File: src/rtl/fifo_wr_arbiter.sv
// Round-robin arbiter sharing the single async_fifo write port among NREQ requesters.
// Write-clock domain only; a grant ends on the packet's last beat or after MAX_BURST beats.
module fifo_wr_arbiter #(
  parameter int NREQ      = 4,
  parameter int WIDTH     = 8,
  parameter int MAX_BURST = 4
) (
  input  logic                  i_clk,
  input  logic                  i_rst_n,
  input  logic [NREQ-1:0]       i_req_valid,
  input  logic [NREQ*WIDTH-1:0] i_req_data,
  input  logic [NREQ-1:0]       i_req_last,
  output logic [NREQ-1:0]       o_req_ready,
  output logic [WIDTH-1:0]      o_fifo_wdata,
  output logic                  o_fifo_wen,
  input  logic                  i_fifo_full,
  output logic [NREQ-1:0]       o_grant,
  output logic [15:0]           o_stall_cnt
);

  localparam int IW = $clog2(NREQ);

  typedef enum logic {IDLE, GRANT} state_t;

  state_t          state, state_nxt;
  logic [IW-1:0]   ptr, owner, sel_idx;
  logic            sel_found;
  logic [7:0]      beat_cnt, beat_inc;
  logic            owner_valid, owner_last, xfer, burst_done, release_now;

  assign owner_valid = i_req_valid[owner];
  assign owner_last  = i_req_last[owner];
  assign xfer        = (state == GRANT) && owner_valid && !i_fifo_full;
  assign beat_inc    = beat_cnt + 8'd1;
  assign burst_done  = (beat_inc == 8'(MAX_BURST));
  assign release_now = xfer && (owner_last || burst_done);

  // First valid requester at or above the pointer, wrapping modulo NREQ.
  always_comb begin
    int j;
    sel_found = 1'b0;
    sel_idx   = ptr;
    j         = 0;
    for (int i = 0; i < NREQ; i++) begin
      j = int'(ptr) + i;
      if (j >= NREQ) j = j - NREQ;
      if (!sel_found && i_req_valid[IW'(j)]) begin
        sel_found = 1'b1;
        sel_idx   = IW'(j);
      end
    end
  end

  // NOTE: sequential state uses non-blocking assignments so every register
  // samples pre-edge values regardless of process evaluation order.
  always_ff @(posedge i_clk or negedge i_rst_n) begin
    if (!i_rst_n) state <= IDLE;
    else          state <= state_nxt;
  end

  always_comb begin
    state_nxt = state;
    case (state)
      IDLE:    if (sel_found)   state_nxt = GRANT;
      GRANT:   if (release_now) state_nxt = IDLE;
      default: state_nxt = IDLE;
    endcase
  end

  // NOTE: every output gets a default before the state test, so no path
  // leaves a signal unassigned and no latch is inferred.
  always_comb begin
    o_fifo_wen   = 1'b0;
    o_req_ready  = '0;
    o_fifo_wdata = '0;
    if (state == GRANT) begin
      o_fifo_wen         = xfer;
      o_req_ready[owner] = xfer;
      o_fifo_wdata       = i_req_data[owner*WIDTH +: WIDTH];
    end
  end

  always_ff @(posedge i_clk or negedge i_rst_n) begin
    if (!i_rst_n) begin
      ptr      <= '0;
      owner    <= '0;
      beat_cnt <= '0;
      o_grant  <= '0;
    end else if (state == IDLE) begin
      if (sel_found) begin
        owner    <= sel_idx;
        o_grant  <= NREQ'(1) << sel_idx;
        beat_cnt <= '0;
      end
    end else if (xfer) begin
      beat_cnt <= beat_inc;
      if (release_now) begin
        o_grant <= '0;
        ptr     <= (owner == IW'(NREQ-1)) ? '0 : owner + 1'b1;
      end
    end
  end

  // Counts cycles where the owner has data but the FIFO cannot take it.
  always_ff @(posedge i_clk or negedge i_rst_n) begin
    if (!i_rst_n) begin
      o_stall_cnt <= '0;
    end else if (state == GRANT && owner_valid && i_fifo_full && o_stall_cnt != 16'hFFFF) begin
      o_stall_cnt <= o_stall_cnt + 16'd1;
    end
  end

endmodule

File: config.mk
export PLATFORM = sky130hd
export DESIGN_NAME = fifo_wr_arbiter
export DESIGN_NICKNAME = d
export VERILOG_FILES = /design/src/rtl/fifo_wr_arbiter.sv
export SDC_FILE = /design/constraint.sdc
export NUM_CORES = 1
export LEC_CHECK = 0
export CORE_MARGIN = 4
export CORE_UTILIZATION = 41
export DETAILED_ROUTE_END_ITERATION = 16
export PLACE_DENSITY_LB_ADDON = 0.05
export SYNTH_ARGS = -nofsm -noshare
export SYNTH_HDL_FRONTEND = slang
export SYNTH_SLANG_ARGS = --single-unit
File: constraint.sdc
create_clock -name i_clk -period 2 [get_ports i_clk]
set_input_delay 0.3 -clock i_clk [delete_from_list [all_inputs] [get_ports i_clk]]
set_output_delay 0.3 -clock i_clk [all_outputs]
set_load 0.005 [all_outputs]
# == Yosys cells after proc, flatten, opt, wreduce, memory -nomap -nowiden ==
# Cells that the tools add are included.
# op_classes
n_addsub,10
n_eq_ne,5
n_lt_le_gt_ge,10
shift,2
bitwise_logic,2
mux,44
reduce_logical,19
# ops
op,n
two-way mux 8 bit,4
variable part select 32 x 6 -> 8 bit,1
two-way mux 4 bit,5
two-way mux 1 bit,18
two-way mux 2 bit,9
adder 16 x 1 -> 16 bit (second input constant),1
< comparator 2 x 4 -> 1 bit (second input constant),4
!= test 16 bit (second input constant),1
binary-select mux 1 bit (select 2 bit),6
>= comparator 3 bit (second input constant),3
logical AND 1 bit,9
adder 8 x 1 -> 8 bit (second input constant),1
equality test 8 x 3 -> 1 bit (second input constant),1
subtractor 2 x 1 -> 2 bit (second input constant),4
adder 2 x 2 -> 3 bit (second input constant),2
AND reduction 3 bit,2
AND 4 bit,1
zero test 1 bit,4
!= test 2 x 1 -> 1 bit (second input constant),2
AND reduction 2 bit,2
<< shifter 1 x 2 -> 4 bit (first input constant),1
adder 2 x 1 -> 3 bit (second input constant),1
>= comparator 2 x 3 -> 1 bit (second input constant),1
< comparator 2 x 3 -> 1 bit (second input constant),1
8 further kinds,8
# totals
output_inout_bits,33
register_bits,33
inputBits,43

# == Logic depth before layout (Yosys ltp) ==
# Gate-level depths: netlist of run 1.
# depth
depth_word,18
depth_mapped,8

# == Worst setup path after synthesis of run 1 ==
# Ideal clock, no wire load.
# synth_timing
path_type,reg-to-reg
start,register beat_cnt[0]
end,register ptr[0]
n_path_buf,0
path_slack_ns,-0.150
path_stages_with_launch,7
arrival_ns,2.022
setup_time_ns,0.128
path_cell_list,dfrtp_1 > ha_1 > and3_4 > and3_4 > or3_4 > a211oi_4 > mux2_1
# synth_between
elab_chain_cells,5
# synth_rtl
item,line_no,rtl
"start, declared",28,"logic [7:0] beat_cnt, beat_inc;"
"start signal, assigned",96,beat_cnt <= beat_inc;
adder 8 x 1 -> 8 bit,34,assign beat_inc = beat_cnt + 8'd1;
equality test 8 x 3 -> 1 bit,35,assign burst_done = (beat_inc == 8'(MAX_BURST));
logical OR 1 bit,36,assign release_now = xfer && (owner_last || burst_done);
logical AND 1 bit,36,
AND reduction 3 bit (no line),n/a,
"end signal, assigned",99,ptr <= (owner == IW'(NREQ-1)) ? '0 : owner + 1'b1;
"end, declared",26,"logic [IW-1:0] ptr, owner, sel_idx;"
# Every way passes these cells.
# A chain may end at the register's enable or synchronous reset.

# == Worst setup path in the final report of run 1 ==
# layout_timing
start,register owner[0]
end,output o_req_ready[2]
# layout_between
elab_chain_cells,6
# layout_rtl
item,line_no,rtl
"start, declared",26,
"start signal, assigned",91,owner <= sel_idx;
"< comparator 2 x 3 -> 1 bit (not written as such), or another cell as far along",78,o_req_ready[owner] = xfer;
logical AND 1 bit (not written as such) or two-way mux 1 bit (tied branches),"78, 31",
two-way mux 1 bit (not written as such) or logical AND 1 bit (tied branches),"78, 33",
demux 1 bit (select 2 bit) or logical AND 1 bit (tied branches),"78, 33",
AND 4 bit (no line) *,n/a,
two-way mux 4 bit *,76,if (state == GRANT) begin
"end, declared",13,"output logic [NREQ-1:0] o_req_ready,"
# Every way passes the cells marked *; elsewhere a longest branch is shown, timed or not. The select of a mux whose other input is x is not followed.

==> run summary, run 1 <==
run status -> finished with violations
violations in the final reports -> setup timing
maximum number of pins on one net before global-route repair -> 34
Synth Cell Area -> 2090 µm²
DR vias/cell -> 5.31
Nets -> 363
wire length of the first global-routing pass -> 9600 µm
timing-limited maximum frequency -> 464 MHz
number of antenna cells inserted -> 0
CTS tree -> done
number of buffers created by CTS -> 5
Power Density -> 1120 nW/µm²
final worst hold slack -> 0.416 ns
synth cell count leaders -> dfrtp_1, nand2_1, o21ai_1
most common flop cell mapped by yosys -> dfrtp_1
data arrival time of the critical path -> 1.85 ns
largest stage delay on the critical path -> 0.50 ns
Period Utilization, post-route -> 108%
average instance area after synthesis -> 10.4 µm²
Seq cells post-synth -> 33
share of cells above drive strength 1 -> 31.5%
yosys warns -> 0
die extent in y -> 79.5 µm
most repeated library cell on the critical path -> buf_6
Rel. slew slack -> 69.0%
slew at the pin closest to its max-slew limit -> 0.461 ns
post-synthesis instance total -> 201
clock input transition at the sequential cells of the worst setup and hold paths -> 0.08 ns
post-synth cell types -> 47
CP bufs+invs -> 4
horizontal die dimension -> 79.5 µm
combinational group share of total power -> 55.3%
Util after Layout -> 72.3%
standby leakage power -> 1.53 nW
share of the synthesized area in the top cell type -> 39.4%
number of H-tree levels -> 2
vias after detailed routing -> 2025
clock latency on the worst-skew pair -> 0.30 ns
post-synthesis to final-layout area growth -> 67.4%
Tot GR Track Use -> 19.7%
Post-Syn Nets -> 251
wire length per cell after detailed routing -> 15.5 µm
remaining design rule violation count -> 0
critical path peak fanout -> 4
relative contribution of the clock network to total power -> 19.4%
initial antenna violation count -> 0
vias in the first global route -> 1938
starting density of the core -> 43.2%
global placer's final weighted congestion -> 0.804
internal power consumption -> 0.00261 W
total of hold buffers inserted after clock tree synthesis -> 0
total wirelength of the detailed-routed design -> 5920 µm
slowest cell on the critical path -> mux4_2
count of final hold-check violations -> 0
final count of negative-setup-slack endpoints -> 21
switching component of the power -> 0.00132 W
kind of end point of the critical path -> output pin
cells taking the most area after synthesis -> dfrtp_1, mux4_2, xnor2_1
Period minus WS final -> 2.15 ns
proportion of synthesized flip-flops having asynchronous set or reset -> 100%
startpoint type of the worst setup path -> flip-flop
total global routing overflow -> 0
Post-DP HPWL -> 4270 µm
critical path's top delay family -> multiplexers
kind of critical path -> flip-flop to output pin
smallest setup slack after layout -> -0.153 ns
Critical Path RT -> 1.70 ns
unrepaired setup endpoints after global routing -> yes
Core Area -> 4850 µm²
Synth area leader -> dfrtp_1
FP Rows -> 25
number of synthesized flops with an enable pin -> 0
root cell of the clock tree -> clkbuf_8
Detail Route Antenna Nets -> 0
area of the die -> 6320 µm²
cell chain of the critical path -> buf_12 > mux4_2 > nand3b_1 > inv_2 > buf_6 > and2_4 > buf_6
Total Power Consumption -> 0.00393 W
number of max-slew violations in the final report -> 0
sequential fraction of design power -> 25.2%
maximum vdd drop -> 0.000668 V
classification of the worst-slack hold path -> input port to asynchronous set/reset pin
clock net sink count -> 33
Clock Path Buffers -> 2
drt first pass iters -> 4
net switching share of the total power -> 33.6%
number of I/O port buffers -> 75
Ports -> 76
skew final -> 0.00945 ns
part of the Yosys area used for sequential elements -> 39.4%
# Max-Cap Violations -> 0
number of design-rule violations left by the first detailed-router iteration -> 82
most instantiated library cell after synthesis -> dfrtp_1
-- area by class of cell --
class	instances	area [µm²]
Clock buffer	5	68.8
Timing Repair Buffer	113	1100
Multi-Input combinational cell	154	1340
Sequential cell	33	830
Tap cell	67	83.8
Inverter	6	22.5
Fill cell	373	1340
Clock inverter	3	65.1
-- worst paths after layout --
kind | depth (start not counted) | from | to | slack (ns)
worst max-delay path | 7 | owner[0]$_DFFE_PN0P_ | o_req_ready[2] | -0.15
worst min-delay path | 2 | i_rst_n | beat_cnt[2]$_DFFE_PN0P_ | 0.42
worst max register to register | 7 | owner[0]$_DFFE_PN0P_ | ptr[0]$_DFFE_PN0P_ | -0.12
worst min register to register | 1 | o_stall_cnt[14]$_DFFE_PN0P_ | o_stall_cnt[14]$_DFFE_PN0P_ | 0.49
max in group asynchronous | 2 | i_rst_n | owner[0]$_DFFE_PN0P_ | 1.26
min in group i_clk | 1 | o_stall_cnt[14]$_DFFE_PN0P_ | o_stall_cnt[14]$_DFFE_PN0P_ | 0.49
-- flip-flops by register name, summed over array words and instances, names as in the netlist --
register     count
beat_cnt         8
o_grant          4
ptr              2
owner            2
state            1
o_stall_cnt     16
-- kinds of logic (layout without fill, tap and decap cells) --
logic type      Yosys count  in the layout  synth area share, %
simple gates             81             81                 22.4
compound gates           37             37                 11.7
flops                    33             33                 39.4
xor+xnor                 16             16                 6.69
buf+inv                  14            127                 3.23
mux                      13             13                 12.4
fa+ha+maj                 7              7                 4.18
-- layer usage --
metal / track usage, % / up-vias / part of all wire (%)
met5: 0 / - / 0
met2: 31.1 / 68 / 50
met1: 26.0 / 986 / 42
met4: 7.39 / 0 / 1.4
li1: - / 964 / -
met3: 5.19 / 7 / 6.9
-- power groups by stage --
| stage | logic [W] | clock network (W) | registers [W] |
|---|---|---|---|
| floorplan | 0.000881 | 0 | 0.00102 |
| global placement | 0.00181 | 0 | 0.000993 |
| detailed placement | 0.00184 | 0 | 0.000996 |
| CTS | 0.00201 | 0.000777 | 0.000982 |
| global route | 0.00236 | 0.000817 | 0.00102 |
| finish | 0.00217 | 0.000763 | 0.000990 |
-- worst register-to-register path, stage by stage (launching register included) --
cell and delay, ns:
dfrtp_2 0.43, buf_4 0.16, buf_16 0.13, buf_6 0.13
mux4_2 0.39, a31oi_4 0.05, a211oi_4 0.36, mux2_4 0.34
-- what timing repair did --
| action | in CTS | in global routing |
|---|---|---|
| pin swaps | 11 | 14 |
| buffers inserted | 7 | 2 |
| setup endpoints to repair | 18 | 41 |
| endpoints found under the hold margin | 0 | 0 |
| resized for setup | 58 | 27 |
| cloned | 1 | 1 |
-- through the flow --
step | setup WS [ns] | cells | cell area, µm² | TNS, ns
after global routing | -0.226 | 381 | 3510 | -4.03
after floorplan | -0.0985 | 201 | 2120 | -0.197
after detailed placement | -0.323 | 363 | 3130 | -4.35
final | -0.153 | 381 | 3510 | -1.74
after CTS | -0.163 | 379 | 3370 | -1.95
after global placement | -0.301 | 363 | 3130 | -3.34
-- cell usage in the layout (no fill, tap or decap), types with 3 or more instances in the layout --
cell type        instances
clkbuf_8                 5
mux4_2                  10
buf_4                   27
clkdlybuf4s50_1         62
dfrtp_2                  3
dlygate4sd2_1            3
xor2_1                   5
and2_1                   6
ha_1                     6
dfrtp_1                 30
o21ai_1                 13
and4_1                   4
and3_1                   5
nand3_2                  3
xnor2_1                  9
inv_1                    5
nand3_1                  4
mux2_4                   3
buf_6                   15
nor2b_1                  3
nand3b_1                 3
nand4_1                  8
and2_4                   6
buf_2                    3
nand2_1                 17
o21ai_0                  5
nor2_1                   8
a21oi_1                  4
No activity file was read; power rests on OpenSTA's default activity.
==> run 2, diff against run 1 <==
--- a/config.mk
+++ b/config.mk
@@ -5,8 +5,9 @@
 export SDC_FILE = /design/constraint.sdc
 export NUM_CORES = 1
 export LEC_CHECK = 0
+export ABC_CLOCK_PERIOD_IN_PS = 2600
 export CORE_MARGIN = 4
-export CORE_UTILIZATION = 41
+export CORE_UTILIZATION = 48
 export DETAILED_ROUTE_END_ITERATION = 16
 export PLACE_DENSITY_LB_ADDON = 0.05
 export SYNTH_ARGS = -nofsm -noshare
==> constraint.sdc (replaced) <==
create_clock -name i_clk -period 2.6 [get_ports i_clk]
set_input_delay 0.39 -clock i_clk [delete_from_list [all_inputs] [get_ports i_clk]]
set_output_delay 0.39 -clock i_clk [all_outputs]
set_load 0.005 [all_outputs]
==> run 2 against run 1 <==
  * The flow now finishes without violations
  * Clock skew shrank 0.0019 ns
  * Clock power down 49%
  * Setup slack improved by 0.22 ns
  * Final cell count decreased by 12%
  * Flip-flop and latch count unchanged
  * Clock-buffer cell count stayed put
  * Sequential share of layout area up 3.6 points
  * Via count fell by 4.9%
  * Global-route usage up 1.6 points
  * Power fell by 40%
  * Design area down 13%
  * Critical endpoint is now o_req_ready[0]
  * Highest routed layer unchanged
==> run summary, run 2 (synthesis results as in run 1) <==
run status -> finished, final reports clean
unrepaired setup endpoints after global routing -> no
vias in the first global route -> 1941
clock net sink count -> 33
maximum number of pins on one net before global-route repair -> 34
final sum of negative setup slack -> 0 ns
number of fillers in the final layout -> 316
share of cells above drive strength 1 -> 13.9%
highest-count cells in the layout ignoring fill and taps -> clkdlybuf4s50_1, dfrtp_1, nand2_1, o21ai_1, and2_1
clock latency on the worst-skew pair -> 0.29 ns
standby leakage power -> 1.28 nW
DR vias/cell -> 5.72
classification of the worst-slack hold path -> flip-flop to flip-flop
number of antenna cells inserted -> 0
Nets -> 336
global placer's final weighted congestion -> 0.797
count of final hold-check violations -> 0
number of buffers created by CTS -> 5
Detail Route Antenna Nets -> 0
most flop-heavy register -> o_stall_cnt
horizontal die dimension -> 74.1 µm
total wirelength of the detailed-routed design -> 5430 µm
startpoint type of the worst setup path -> input port
skew final -> 0.00755 ns
CP Launch Point -> i_req_valid[3]
FP Rows -> 23
remaining design rule violation count -> 0
area of the die -> 5480 µm²
number of H-tree levels -> 2
Core Area -> 4120 µm²
Power Density -> 783 nW/µm²
number of design-rule violations left by the first detailed-router iteration -> 137
Rel. slew slack -> 68.8%
slowest cell on the critical path -> mux4_2
Worst Hold Launch -> o_stall_cnt[5]$_DFFE_PN0P_
total global routing overflow -> 0
Clock Path Buffers -> 2
final count of negative-setup-slack endpoints -> 0
initial antenna violation count -> 0
maximum vdd drop -> 0.000531 V
kind of critical path -> input port to output pin
# Max-Cap Violations -> 0
Util after Layout -> 73.7%
largest stage delay on the critical path -> 0.50 ns
CTS tree -> done
starting density of the core -> 50.9%
commonest non-fill, non-tap cell in the layout -> clkdlybuf4s50_1
Critical Path RT -> 2.21 ns
Ports -> 76
cell chain of the critical path -> clkdlybuf4s50_1 > mux4_2 > nand3b_1 > inv_2 > and2_1 > clkdlybuf4s50_1
most repeated library cell on the critical path -> clkdlybuf4s50_1
root cell of the clock tree -> clkbuf_8
vias after detailed routing -> 1926
Post-DP HPWL -> 4140 µm
Regs by FF count -> o_stall_cnt x16, beat_cnt x8, o_grant x4
clock input transition at the sequential cells of the worst setup and hold paths -> 0.07 ns
post-synthesis to final-layout area growth -> 44.9%
die extent in y -> 74.1 µm
Period minus WS final -> 2.53 ns
data arrival time of the critical path -> 2.14 ns
wire length per cell after detailed routing -> 16.1 µm
timing-limited maximum frequency -> 395 MHz
kind of end point of the critical path -> output pin
critical path peak fanout -> 6
Tot GR Track Use -> 21.3%
number of max-slew violations in the final report -> 0
wire length of the first global-routing pass -> 9050 µm
final worst hold slack -> 0.494 ns
Period Utilization, post-route -> 97.4%
max reg flops -> 16
total of hold buffers inserted after clock tree synthesis -> 0
drt first pass iters -> 4
slew at the pin closest to its max-slew limit -> 0.464 ns
number of I/O port buffers -> 75
start of the worst register-to-register path -> beat_cnt[0]$_DFFE_PN0P_
[run 2: power by group]
part	switching [W]	internal, W
clock	0.000202	0.000185
combinational	0.000502	0.000681
sequential	0.000172	0.000633
total	0.000876	0.00150
[run 2: repair_timing]
item | CTS | global route
resized for setup | 0 | 1
endpoints found under the setup margin | 0 | 4
buffers inserted | 0 | 1
[run 2: final timing paths]
kind                                              end  slack [ns]  cells past startpoint
setup / recovery                       o_req_ready[0]        0.07                      6
hold / removal             o_stall_cnt[5]$_DFFE_PN0P_        0.49                      1
setup reg to reg                   ptr[1]$_DFFE_PN0P_        0.33                      6
hold reg to reg            o_stall_cnt[5]$_DFFE_PN0P_        0.49                      1
max in group asynchronous        owner[0]$_DFFE_PN0P_        1.78                      2
min in group asynchronous     beat_cnt[6]$_DFFE_PN0P_        0.51                      2
[run 2: layout make-up]
cell class	instances	area [µm²]	share of cell area, %
clock buffers	5	68.8	2.27
inverters	6	22.5	0.742
multi-input cells	154	1200	39.6
flip-flops and latches	33	826	27.2
well taps	50	62.6	2.06
clock inverters	3	17.5	0.577
repair buffers	86	836	27.5
[run 2: through the flow]
stage	instances	power (W)	setup WS, ns	area, µm²
after detailed placement	328	0.00199	0.00496	2940
final	337	0.00237	0.0674	3030
after CTS	336	0.00239	0.00739	3020
after floorplan	201	0.00143	0.450	2090
after global routing	337	0.00255	0.0167	3030
after global placement	328	0.00197	0.0836	2940
[run 2: routing by layer]
layer,part of all wire (%),vias to the layer above,global-route usage (%)
met2,50,73,35.3
met1,41,944,27.4
met3,8.6,6,6.89
met4,0.85,0,4.63
li1,-,903,-
met5,0,-,0
[run 2: critical path, delay by kind of cell]
kind          cells  cell delay [ns]
buf+inv           3             0.94
mux               1             0.50
simple gates      2             0.32
==> run 3, diff against run 2 <==
--- a/config.mk
+++ b/config.mk
@@ -7,7 +7,8 @@
 export LEC_CHECK = 0
 export ABC_CLOCK_PERIOD_IN_PS = 2600
 export CORE_MARGIN = 4
-export CORE_UTILIZATION = 48
+export CORE_UTILIZATION = 49
+export CTS_BUF_LIST = sky130_fd_sc_hd__clkbuf_8
 export DETAILED_ROUTE_END_ITERATION = 16
 export PLACE_DENSITY_LB_ADDON = 0.05
 export SYNTH_ARGS = -nofsm -noshare
==> run 3 against run 2 <==
  * Via count shrank 3.3%
  * Flip-flop and latch count is the same
  * Power shrank 0.89%
==> run summary, run 3 (synthesis results as in run 1) <==
classification of the worst-slack hold path -> flip-flop to flip-flop
number of max-slew violations in the final report -> 0
share of cells above drive strength 1 -> 14.2%
skew final -> 0.00929 ns
maximum number of pins on one net before global-route repair -> 34
global placer's final weighted congestion -> 0.793
Clock Path Buffers -> 2
smallest setup slack after layout -> 0.0953 ns
wire length per cell after detailed routing -> 14.6 µm
FP Rows -> 23
final count of negative-setup-slack endpoints -> 0
number of fillers in the final layout -> 299
post-route non-filler standard cell count -> 338
total of hold buffers inserted after clock tree synthesis -> 0
startpoint type of the worst setup path -> input port
# Max-Cap Violations -> 0
number of cells in the design after placement -> 330
run status -> finished, final reports clean
remaining design rule violation count -> 0
number of H-tree levels -> 2
Period minus WS final -> 2.50 ns
Layout Cell Area excl Fill -> 3050 µm²
Rel. slew slack -> 71.6%
vias in the first global route -> 1805
clock net sink count -> 33
total placed instance area -> 2970 µm²
total global routing overflow -> 0
clock input transition at the sequential cells of the worst setup and hold paths -> 0.07 ns
vias after detailed routing -> 1862
Power Density -> 772 nW/µm²
kind of critical path -> input port to output pin
DR vias/cell -> 5.51
Core Area -> 4060 µm²
horizontal die dimension -> 73.4 µm
timing-limited maximum frequency -> 399 MHz
drt first pass iters -> 4
number of design-rule violations left by the first detailed-router iteration -> 105
Critical Path RT -> 2.21 ns
slew at the pin closest to its max-slew limit -> 0.422 ns
clock latency on the worst-skew pair -> 0.28 ns
critical path peak fanout -> 6
Period Utilization, post-route -> 96.3%
number of setup buffers added after CTS -> 0
die extent in y -> 73.4 µm
data arrival time of the critical path -> 2.11 ns
root cell of the clock tree -> clkbuf_8
area of the die -> 5380 µm²
count of final hold-check violations -> 0
Ports -> 76
kind of end point of the critical path -> output pin
unrepaired setup endpoints after global routing -> no
max reg flops -> 16
Total Power Consumption -> 0.00235 W
most flop-heavy register -> o_stall_cnt
starting density of the core -> 51.6%
number of antenna cells inserted -> 0
highest-count cells in the layout ignoring fill and taps -> clkdlybuf4s50_1, dfrtp_1, nand2_1, o21ai_1, and2_1
number of gates resized after CTS -> 1
commonest non-fill, non-tap cell in the layout -> clkdlybuf4s50_1
minimum setup slack after placement -> 0.0885 ns
Regs by FF count -> o_stall_cnt x16, beat_cnt x8, o_grant x4
total wirelength of the detailed-routed design -> 4940 µm
final sum of negative setup slack -> 0 ns
number of buffers created by CTS -> 5
Detail Route Antenna Nets -> 0
post-synthesis to final-layout area growth -> 45.6%
initial antenna violation count -> 0
Nets -> 337
standby leakage power -> 1.29 nW
CTS tree -> done
Post-DP HPWL -> 3980 µm
Tot GR Track Use -> 19.4%
wire length of the first global-routing pass -> 8230 µm
number of I/O port buffers -> 75
maximum vdd drop -> 0.000476 V
-- run 3: changes by cell type in the layout (fill, tap and decap cells not counted) --
cell and delta:
buf_12 +1, clkdlybuf4s50_1 +1, clkinvlp_4 -1, dfrtp_1 -1
dfrtp_2 +1, dlymetal6s2s_1 -1, inv_1 +1
-- run 3: worst paths after layout --
check                      cells past startpoint                          end  slack (ns)                   startpoint
max                                            6               o_req_ready[1]         0.1               i_req_valid[3]
min                                            1  o_stall_cnt[10]$_DFFE_PN0P_        0.49  o_stall_cnt[10]$_DFFE_PN0P_
max reg2reg                                    6           ptr[1]$_DFFE_PN0P_        0.33      beat_cnt[0]$_DFFE_PN0P_
min reg2reg                                    1  o_stall_cnt[10]$_DFFE_PN0P_        0.49  o_stall_cnt[10]$_DFFE_PN0P_
max in group asynchronous                      2         owner[0]$_DFFE_PN0P_        1.76                      i_rst_n
min in group asynchronous                      2      beat_cnt[0]$_DFFE_PN0P_        0.50                      i_rst_n
-- run 3: area by class of cell --
| cell class | count | area (µm²) | area share [%] |
|---|---|---|---|
| Tap cell | 50 | 62.6 | 2.05 |
| Sequential cell | 33 | 827 | 27.1 |
| Clock buffer | 5 | 68.8 | 2.26 |
| Timing Repair Buffer | 87 | 853 | 28.0 |
| Clock inverter | 3 | 13.8 | 0.451 |
| Inverter | 6 | 22.5 | 0.739 |
| Multi-Input combinational cell | 154 | 1200 | 39.4 |
-- run 3: through the flow --
step                hold slack [ns]  util (%)
floorplan                    0.0944         -
global placement              0.479      73.1
detailed placement            0.487      73.1
CTS                           0.497      75.1
global route                  0.520      75.1
finish                        0.492      75.1
-- run 3: routing by layer --
| layer | global-route usage (%) | share of wire [%] | vias up |
|---|---|---|---|
| met5 | 0 | 0 | - |
| met2 | 32.1 | 49 | 54 |
| met4 | 2.21 | 0.24 | 0 |
| met1 | 25.2 | 44 | 894 |
| met3 | 7.39 | 7.3 | 3 |
| li1 | - | - | 911 |
-- run 3: report_power, final --
group,internal (W),switching [W],total (W)
Combinational,0.000695,0.000479,0.00117
Clock,0.000181,0.000178,0.000359
Sequential,0.000635,0.000185,0.000820
-- run 3: critical path, stage by stage --
cell	delay, ns
clkdlybuf4s50_1	0.41
mux4_2	0.49
nand3b_1	0.15
inv_2	0.07
and2_1	0.16
clkdlybuf4s50_1	0.44
